<file path="src/rtl/tm1638_pkg.sv">
// Shared constants, FSM state type and timing helper for the TM1638 chain controller.
package tm1638_pkg;

  localparam logic [7:0] C_READ_KEYS    = 8'h42;
  localparam logic [7:0] C_WRITE_DISP   = 8'h40;
  localparam logic [7:0] C_SET_ADDR_0   = 8'hC0;
  localparam logic [7:0] C_DISPLAY_BASE = 8'h88;
  localparam logic [7:0] C_DISPLAY_OFF  = 8'h80;

  typedef enum logic [2:0] {
    S_GAP,
    S_KEYCMD,
    S_KEYRD,
    S_MODE,
    S_ADDR,
    S_CTRL
  } state_e;

  // Serial clock half-period in system clock cycles, rounded up, never below 1.
  function automatic int unsigned calc_hp(input int unsigned clk_mhz,
                                          input int unsigned sclk_khz);
    int unsigned v;
    v = (clk_mhz * 1000 + 2 * sclk_khz - 1) / (2 * sclk_khz);
    return (v == 0) ? 1 : v;
  endfunction

endpackage

</file>
<file path="src/rtl/tm1638_shift_engine.sv">
// Byte shifter for the TM1638 serial bus: LSB first, data changes on the falling
// edge of sio_clk, read data is captured on the cycle sio_clk rises.
module tm1638_shift_engine #(
  parameter int unsigned hp = 36
) (
  input  logic       clk,
  input  logic       rst,
  input  logic       start,
  input  logic [7:0] tx_byte,
  output logic       busy,
  output logic       done,
  output logic [7:0] rx_byte,
  output logic       sio_clk,
  input  logic       sio_data_in,
  output logic       sio_data_out
);

  localparam int unsigned CW = (hp > 1) ? $clog2(hp) : 1;
  localparam logic [CW-1:0] CNT_LAST = CW'(hp - 1);

  logic [CW-1:0] cnt_q;
  logic [2:0]    bit_q;
  logic          high_q;
  logic [7:0]    tx_q;

  // Bit timing: hp cycles low, hp cycles high per bit, eight bits per byte.
  always_ff @(posedge clk or posedge rst) begin
    if (rst) begin
      busy         <= 1'b0;
      done         <= 1'b0;
      rx_byte      <= 8'h00;
      sio_clk      <= 1'b1;
      sio_data_out <= 1'b0;
      cnt_q        <= '0;
      bit_q        <= 3'd0;
      high_q       <= 1'b0;
      tx_q         <= 8'h00;
    end else begin
      done <= 1'b0;
      if (!busy) begin
        if (start) begin
          busy         <= 1'b1;
          sio_clk      <= 1'b0;
          sio_data_out <= tx_byte[0];
          tx_q         <= tx_byte;
          bit_q        <= 3'd0;
          high_q       <= 1'b0;
          cnt_q        <= '0;
        end
      end else if (cnt_q != CNT_LAST) begin
        cnt_q <= cnt_q + 1'b1;
      end else begin
        cnt_q <= '0;
        if (!high_q) begin
          sio_clk        <= 1'b1;
          high_q         <= 1'b1;
          rx_byte[bit_q] <= sio_data_in;
        end else if (bit_q == 3'd7) begin
          busy <= 1'b0;
          done <= 1'b1;
        end else begin
          bit_q        <= bit_q + 3'd1;
          high_q       <= 1'b0;
          sio_clk      <= 1'b0;
          sio_data_out <= tx_q[bit_q + 3'd1];
        end
      end
    end
  end

endmodule

</file>
<file path="src/rtl/tm1638_chain_controller.sv">
// Round-robin controller for a chain of TM1638 LED&KEY boards sharing sio_clk/DIO.
// Optional key debounce is built when TM1638_KEY_DEBOUNCE_EN is defined.
module tm1638_chain_controller
  import tm1638_pkg::*;
#(
  parameter int unsigned clk_mhz    = 50,
  parameter int unsigned sclk_khz   = 700,
  parameter int unsigned n_boards   = 2,
  parameter int unsigned deb_frames = 3
) (
  input  logic                    clk,
  input  logic                    rst,
  input  logic [64*n_boards-1:0]  seg,
  input  logic [8*n_boards-1:0]   led,
  input  logic [2:0]              brightness,
  input  logic                    display_en,
  output logic [8*n_boards-1:0]   keys,
  output logic                    key_event,
  output logic                    frame_done,
  output logic                    sio_clk,
  output logic [n_boards-1:0]     sio_stb,
  input  logic                    sio_data_in,
  output logic                    sio_data_out,
  output logic                    sio_data_out_en
);

  localparam int unsigned hp = calc_hp(clk_mhz, sclk_khz);
  localparam int unsigned BW = (n_boards > 1) ? $clog2(n_boards) : 1;
  localparam int unsigned GW = $clog2(clk_mhz + 1);

  state_e         state_q, ret_q;
  logic [BW-1:0]  board_q;
  logic [GW-1:0]  gap_q;
  logic [4:0]     byte_q;
  logic           eng_start_q;
  logic [7:0]     eng_tx_q;
  logic           eng_busy, eng_done;
  logic [7:0]     eng_rx;
  logic [7:0]     raw_q, raw_next;
  logic [63:0]    snap_seg_q;
  logic [7:0]     snap_led_q;
  logic [2:0]     snap_bri_q;
  logic           snap_en_q;
  logic [n_boards-1:0] stb_sel;
  logic [7:0]     addr_byte;
  logic [7:0]     key_slice_next;
  logic [7:0]     keys_cur;
  logic [2:0]     digit;
  logic [1:0]     rd_inv;
  logic           unused_rx;

  assign unused_rx = ^{eng_rx[7:5], eng_rx[3:1]};
  assign keys_cur  = keys[8*board_q +: 8];

  tm1638_shift_engine #(
    .hp(hp)
  ) u_engine (
    .clk          (clk),
    .rst          (rst),
    .start        (eng_start_q),
    .tx_byte      (eng_tx_q),
    .busy         (eng_busy),
    .done         (eng_done),
    .rx_byte      (eng_rx),
    .sio_clk      (sio_clk),
    .sio_data_in  (sio_data_in),
    .sio_data_out (sio_data_out)
  );

  // Strobe pattern for the board currently being served.
  always_comb begin
    stb_sel          = '1;
    stb_sel[board_q] = 1'b0;
  end

  // Display data byte for the address stream: even = digit, odd = LED, highest digit first.
  always_comb begin
    digit     = ~byte_q[3:1];
    addr_byte = byte_q[0] ? {7'b0, snap_led_q[digit]} : snap_seg_q[{digit, 3'b000} +: 8];
  end

  // Merge the just-received key byte: bit0 -> key 7-i, bit4 -> key 3-i.
  always_comb begin
    rd_inv                    = ~byte_q[1:0];
    raw_next                  = raw_q;
    raw_next[{1'b1, rd_inv}]  = eng_rx[0];
    raw_next[{1'b0, rd_inv}]  = eng_rx[4];
  end

`ifdef TM1638_KEY_DEBOUNCE_EN
  localparam int unsigned DW = $clog2(deb_frames + 1);

  logic [DW-1:0] deb_cnt_q [8*n_boards];
  logic [DW-1:0] deb_cnt_next [8];
  logic          key_apply;

  assign key_apply = (state_q == S_KEYRD) && eng_done && (byte_q == 5'd3);

  // A key flips only after deb_frames consecutive disagreeing scans.
  always_comb begin
    for (int k = 0; k < 8; k++) begin
      key_slice_next[k] = keys_cur[k];
      deb_cnt_next[k]   = '0;
      if (raw_next[k] != keys_cur[k]) begin
        if (deb_cnt_q[8*board_q + k] == DW'(deb_frames - 1)) begin
          key_slice_next[k] = raw_next[k];
        end else begin
          deb_cnt_next[k] = deb_cnt_q[8*board_q + k] + 1'b1;
        end
      end
    end
  end

  // Per-key debounce counters, updated only for the board just scanned.
  always_ff @(posedge clk or posedge rst) begin
    if (rst) begin
      for (int i = 0; i < 8*n_boards; i++) deb_cnt_q[i] <= '0;
    end else if (key_apply) begin
      for (int k = 0; k < 8; k++) deb_cnt_q[8*board_q + k] <= deb_cnt_next[k];
    end
  end
`else
  localparam int unsigned unused_deb_frames = deb_frames;
  assign key_slice_next = raw_next;
`endif

  // Command sequencer: strobes, gaps, byte scheduling, snapshot and key update.
  always_ff @(posedge clk or posedge rst) begin
    if (rst) begin
      state_q         <= S_GAP;
      ret_q           <= S_KEYCMD;
      board_q         <= '0;
      gap_q           <= '0;
      byte_q          <= 5'd0;
      eng_start_q     <= 1'b0;
      eng_tx_q        <= 8'h00;
      raw_q           <= 8'h00;
      snap_seg_q      <= 64'h0;
      snap_led_q      <= 8'h00;
      snap_bri_q      <= 3'd0;
      snap_en_q       <= 1'b0;
      sio_stb         <= '1;
      sio_data_out_en <= 1'b0;
      keys            <= '0;
      key_event       <= 1'b0;
      frame_done      <= 1'b0;
    end else begin
      eng_start_q     <= 1'b0;
      key_event       <= 1'b0;
      frame_done      <= 1'b0;
      sio_data_out_en <= 1'b1;
      case (state_q)
        S_GAP: begin
          sio_stb <= '1;
          if (gap_q == GW'(clk_mhz) && !eng_busy) begin
            gap_q       <= '0;
            state_q     <= ret_q;
            sio_stb     <= stb_sel;
            eng_start_q <= 1'b1;
            case (ret_q)
              S_MODE: begin
                eng_tx_q   <= C_WRITE_DISP;
                snap_seg_q <= seg[64*board_q +: 64];
                snap_led_q <= led[8*board_q +: 8];
                snap_bri_q <= brightness;
                snap_en_q  <= display_en;
              end
              S_ADDR: begin
                eng_tx_q <= C_SET_ADDR_0;
                byte_q   <= 5'd0;
              end
              S_CTRL: begin
                eng_tx_q <= snap_en_q ? (C_DISPLAY_BASE | {5'b0, snap_bri_q}) : C_DISPLAY_OFF;
              end
              default: eng_tx_q <= C_READ_KEYS;
            endcase
          end else begin
            gap_q <= gap_q + 1'b1;
          end
        end
        S_KEYCMD: begin
          if (eng_done) begin
            state_q         <= S_KEYRD;
            sio_data_out_en <= 1'b0;
            eng_start_q     <= 1'b1;
            eng_tx_q        <= 8'h00;
            byte_q          <= 5'd0;
            raw_q           <= 8'h00;
          end
        end
        S_KEYRD: begin
          if (eng_done) begin
            raw_q <= raw_next;
            if (byte_q == 5'd3) begin
              keys[8*board_q +: 8] <= key_slice_next;
              key_event            <= (key_slice_next != keys_cur);
              state_q              <= S_GAP;
              ret_q                <= S_MODE;
              sio_stb              <= '1;
            end else begin
              sio_data_out_en <= 1'b0;
              byte_q          <= byte_q + 5'd1;
              eng_start_q     <= 1'b1;
            end
          end else begin
            sio_data_out_en <= 1'b0;
          end
        end
        S_MODE: begin
          if (eng_done) begin
            state_q <= S_GAP;
            ret_q   <= S_ADDR;
            sio_stb <= '1;
          end
        end
        S_ADDR: begin
          if (eng_done) begin
            if (byte_q == 5'd16) begin
              state_q <= S_GAP;
              ret_q   <= S_CTRL;
              sio_stb <= '1;
            end else begin
              eng_tx_q    <= addr_byte;
              byte_q      <= byte_q + 5'd1;
              eng_start_q <= 1'b1;
            end
          end
        end
        S_CTRL: begin
          if (eng_done) begin
            state_q <= S_GAP;
            ret_q   <= S_KEYCMD;
            sio_stb <= '1;
            if (board_q == BW'(n_boards - 1)) begin
              board_q    <= '0;
              frame_done <= 1'b1;
            end else begin
              board_q <= board_q + 1'b1;
            end
          end
        end
        default: state_q <= S_GAP;
      endcase
    end
  end

endmodule

</file>
<file path="config.mk">
export PLATFORM = sky130hd
export DESIGN_NAME = tm1638_chain_controller
export DESIGN_NICKNAME = d
export VERILOG_FILES = /design/src/rtl/tm1638_pkg.sv /design/src/rtl/tm1638_shift_engine.sv /design/src/rtl/tm1638_chain_controller.sv
export SDC_FILE = /design/constraint.sdc
export NUM_CORES = 1
export LEC_CHECK = 0
export BUFFER_PORTS_ARGS = -buffer_cell sky130_fd_sc_hd__buf_2
export CORE_MARGIN = 2
export CORE_UTILIZATION = 55
export DETAILED_ROUTE_END_ITERATION = 8
export PLACE_DENSITY = 0.8
export SETUP_SLACK_MARGIN = 0.1
export SYNTH_ARGS = -nofsm -noshare
export SYNTH_HDL_FRONTEND = slang
export SYNTH_SLANG_ARGS = --single-unit
</file>
<file path="constraint.sdc">
create_clock -name clk -period 6.1 [get_ports clk]
set_input_delay 0.915 -clock clk [delete_from_list [all_inputs] [get_ports clk]]
set_output_delay 0.915 -clock clk [all_outputs]
set_load 0.005 [all_outputs]
</file>
==> flow_summary.ini <==
[run_status]
status = complete, no violations

[floorplanning]
die-area_sq_mm = 0.0158
ioPinCount = 174
placementRows = 44
die_w_um = 126
coreArea_sq_mm = 0.0145
start_util_pct = 56.3
die_h_um = 126

[synth]
async_flop_share_pct = 100
syn_area_per_cell_sq_um = 10.6
yosysWarnings = 0
synth_cell_type_count = 64
yosysSeqAreaShare_pct = 48.0
ys.flop_type = dfrtp_1
synth_edf_count = 0
synth_area_sq_mm = 0.00815
synth_nets = 928
syn_inst = 766
yosys_register_bits = 156

[cells_and_area]
layout-drive-gt1-share_pct = 28.9
syn_to_final_growth_pct = 18.6
insertedDiodeCount = 0
final_cells = 1114
nets = 1079

[cts]
worstSkewPairLatency_ns = 0.42
cts_setup_buffers = 0
cts_buffers = 17
h-tree-depth = 4
cts_hold_buf = 0
cts_max_path_buffers = 2
ctsRootBufferMaster = clkbuf_16
cts_tree = built
cts.sinks = 156
post_cts_resize_count = 0
clk_pin_slew_ns = 0.06

[detailed_routing]
drc = 0
drtAntennaViolNets = 0
wl_per_cell_um = 16.6
first_pass_iters = 5
drt_iter0_drc = 494
viasPerCell = 5.64
via_count = 6285
wl_mm = 18.5

[global_route]
grt_max_degree = 128
grt_pass1_vias = 6168
overflow = 0
antenna_found_initial = 0
grt_pass1_wl_mm = 30.6
track_usage_pct = 24.5

[timing]
drv_slew = 0
fin_setup_tns_ns = 0
hold_viol = 0
rsz0062_at_grt = false
finalCriticalPeriod_ns = 2.76
maxSlewHeadroom_pct = 31.7
clock_skew_ns = 0.0104
setup_violations = 0
finalCritPeriodShare_pct = 45.2
tightest_slew_ns = 1.03
fmax_ghz = 0.363

[worst_setup_path]
worstPathRequired_ns = 6.41
crit_type = register to register
slowest_stage = buf_4
arrival_ns = 3.07
reg2regPathDepth = 5
critical_path.endpoint_type = register
start_kind = register
cp_max_fo = 127
rr_endpoint = snap_bri_q[2]$_DFFE_PP0P_
cp_cell_sequence = and4b_1, and2_4, nand4_4, buf_4, mux2_4
r2r_setup_slack_ns = 3.34
cp_slowest_stage_delay_ns = 0.83
r2r_start = u_engine.busy$_DFF_PP0_

[placed_design]
dp_hpwl_mm = 13.1
port_buffers = 173
placedCellCount = 1082
gp_congestion = 0.837

[worst_hold_path]
hp-start = sio_stb[0]$_DFFE_PP1P_
whs_endpoint = sio_stb[0]$_DFFE_PP1P_
hold_class = register to register
holdPathStages = 2

[pwr]
p_total_uw = 2250
p_per_area_mw_per_mm2 = 232
peakVddDrop_v = 0.000206
power_leakage_uw = 0.00433

[flow_run]
drv_cap = 0
## worst max path at each step
stage | start | to | slack, ns
after floorplan | rst | board_q$_DFFE_PP0P_ | 0.99
after global placement | u_engine.busy$_DFF_PP0_ | snap_bri_q[2]$_DFFE_PP0P_ | 3.41
after detailed placement | u_engine.busy$_DFF_PP0_ | snap_bri_q[2]$_DFFE_PP0P_ | 3.40
after CTS | u_engine.busy$_DFF_PP0_ | snap_bri_q[0]$_DFFE_PP0P_ | 3.37
after global routing | u_engine.busy$_DFF_PP0_ | snap_seg_q[54]$_DFFE_PP0P_ | 3.11
final | u_engine.busy$_DFF_PP0_ | snap_bri_q[2]$_DFFE_PP0P_ | 3.34
## layer usage
| layer | vias up | track usage, % | part of all wire [%] |
|---|---|---|---|
| met5 | - | 0 | 0 |
| met1 | 2998 | 31.7 | 43 |
| met3 | 29 | 5.14 | 5.2 |
| met2 | 220 | 41.2 | 50 |
| li1 | 3038 | - | - |
| met4 | 0 | 8.69 | 2.1 |
## stage by stage
| step | utilization, % | hold WS (ns) | cell area (sq um) | setup slack (ns) |
|---|---|---|---|---|
| after floorplan | - | 0.442 | 8150 | 0.985 |
| after global placement | 62.4 | 0.457 | 9040 | 3.41 |
| after detailed placement | 62.4 | 0.464 | 9040 | 3.40 |
| after CTS | 66.7 | 0.475 | 9660 | 3.37 |
| after global routing | 66.7 | 0.497 | 9660 | 3.11 |
| final | 66.7 | 0.471 | 9660 | 3.34 |
## power by group
group | internal (uW) | switching (uW) | total (uW)
registers | 1040 | 1.78 | 1040
clock network | 709 | 409 | 1120
logic | 44.9 | 44.0 | 88.9
total | 1790 | 455 | 2250
## cell usage in the layout, fill, tap and decap left out, types with 9 or more instances in the layout
master       n
a22o_1       9
buf_2      173
ha_1        11
nand2_1    111
o21ai_0    105
xor2_1       9
dfrtp_1    151
mux2_2      21
a21oi_1     19
clkbuf_16   17
mux4_2      18
nor2_1      36
inv_1       15
nand3_1     16
mux2i_1     97
## sequential cells by signal, summed over array words and instances (netlist names), 5 cells and up
| signal | count |
|---|---|
| snap_seg_q | 64 |
| gap_q | 6 |
| u_engine.tx_q | 8 |
| byte_q | 5 |
| eng_tx_q | 8 |
| snap_led_q | 8 |
| raw_q | 8 |
| u_engine.cnt_q | 6 |
| keys | 16 |
## critical path, delay by kind of cell, from the launching register on
| family | cells | cell delay, ns |
|---|---|---|
| DFF | 1 | 0.73 |
| muxes | 1 | 0.35 |
| buffers and inverters | 1 | 0.83 |
| and+or+nand+nor | 3 | 0.68 |
## cells by family (layout without fill, tap and decap cells)
family,after synthesis,after routing,synth area share (%)
adder cells (fa/ha/maj),11,11,1.69
multiplexers,140,140,20.5
buffers and inverters,62,226,3.82
AND/OR/NAND/NOR,216,216,12.6
XOR/XNOR,13,13,1.40
AO/OA/AOI/OAI,168,168,12.0
flip-flops,156,156,48.0
## Yosys cell counts (2+ instances only)
master    number  area [sq um]
nand2b_1       2          12.5
a21oi_1       19          95.1
nand4_1        6          37.5
buf_2         18          90.1
buf_4          5          37.5
ha_1          11           138
nor4_1         3          18.8
or3_1          4          25.0
mux2_4         4          60.1
nor3_1         6          30.0
and2_1         4          25.0
a21o_1         3          22.5
nor2_1        36           135
mux2_2        21           236
nand3_1       16          80.1
buf_6          5          56.3
dfrtp_1      152          3800
mux2i_1       97           971
dfstp_2        4           105
inv_1         16          60.1
xnor2_1        4          35.0
and3_1         6          37.5
o31ai_1        7          52.6
o21ai_0      105           526
a21oi_2        2          17.5
a22o_1         9          78.8
mux4_2        18           405
a211oi_1       2          15.0
clkbuf_1      17          63.8
nor2b_1        7          43.8
nand2_1      111           417
o22a_1         2          17.5
xor2_1         9          78.8
a31oi_1        5          31.3
## layout make-up
class                      count  area, sq um
fill                        1130         4810
multi-input combinational    548         3930
sequential                   156         3910
timing repair buffer         178          903
clock buffer                  23          468
tap                          184          230
clock inverter                 9          160
inverter                      16         65.1
Note: power is estimated with default switching activity, not from simulation.
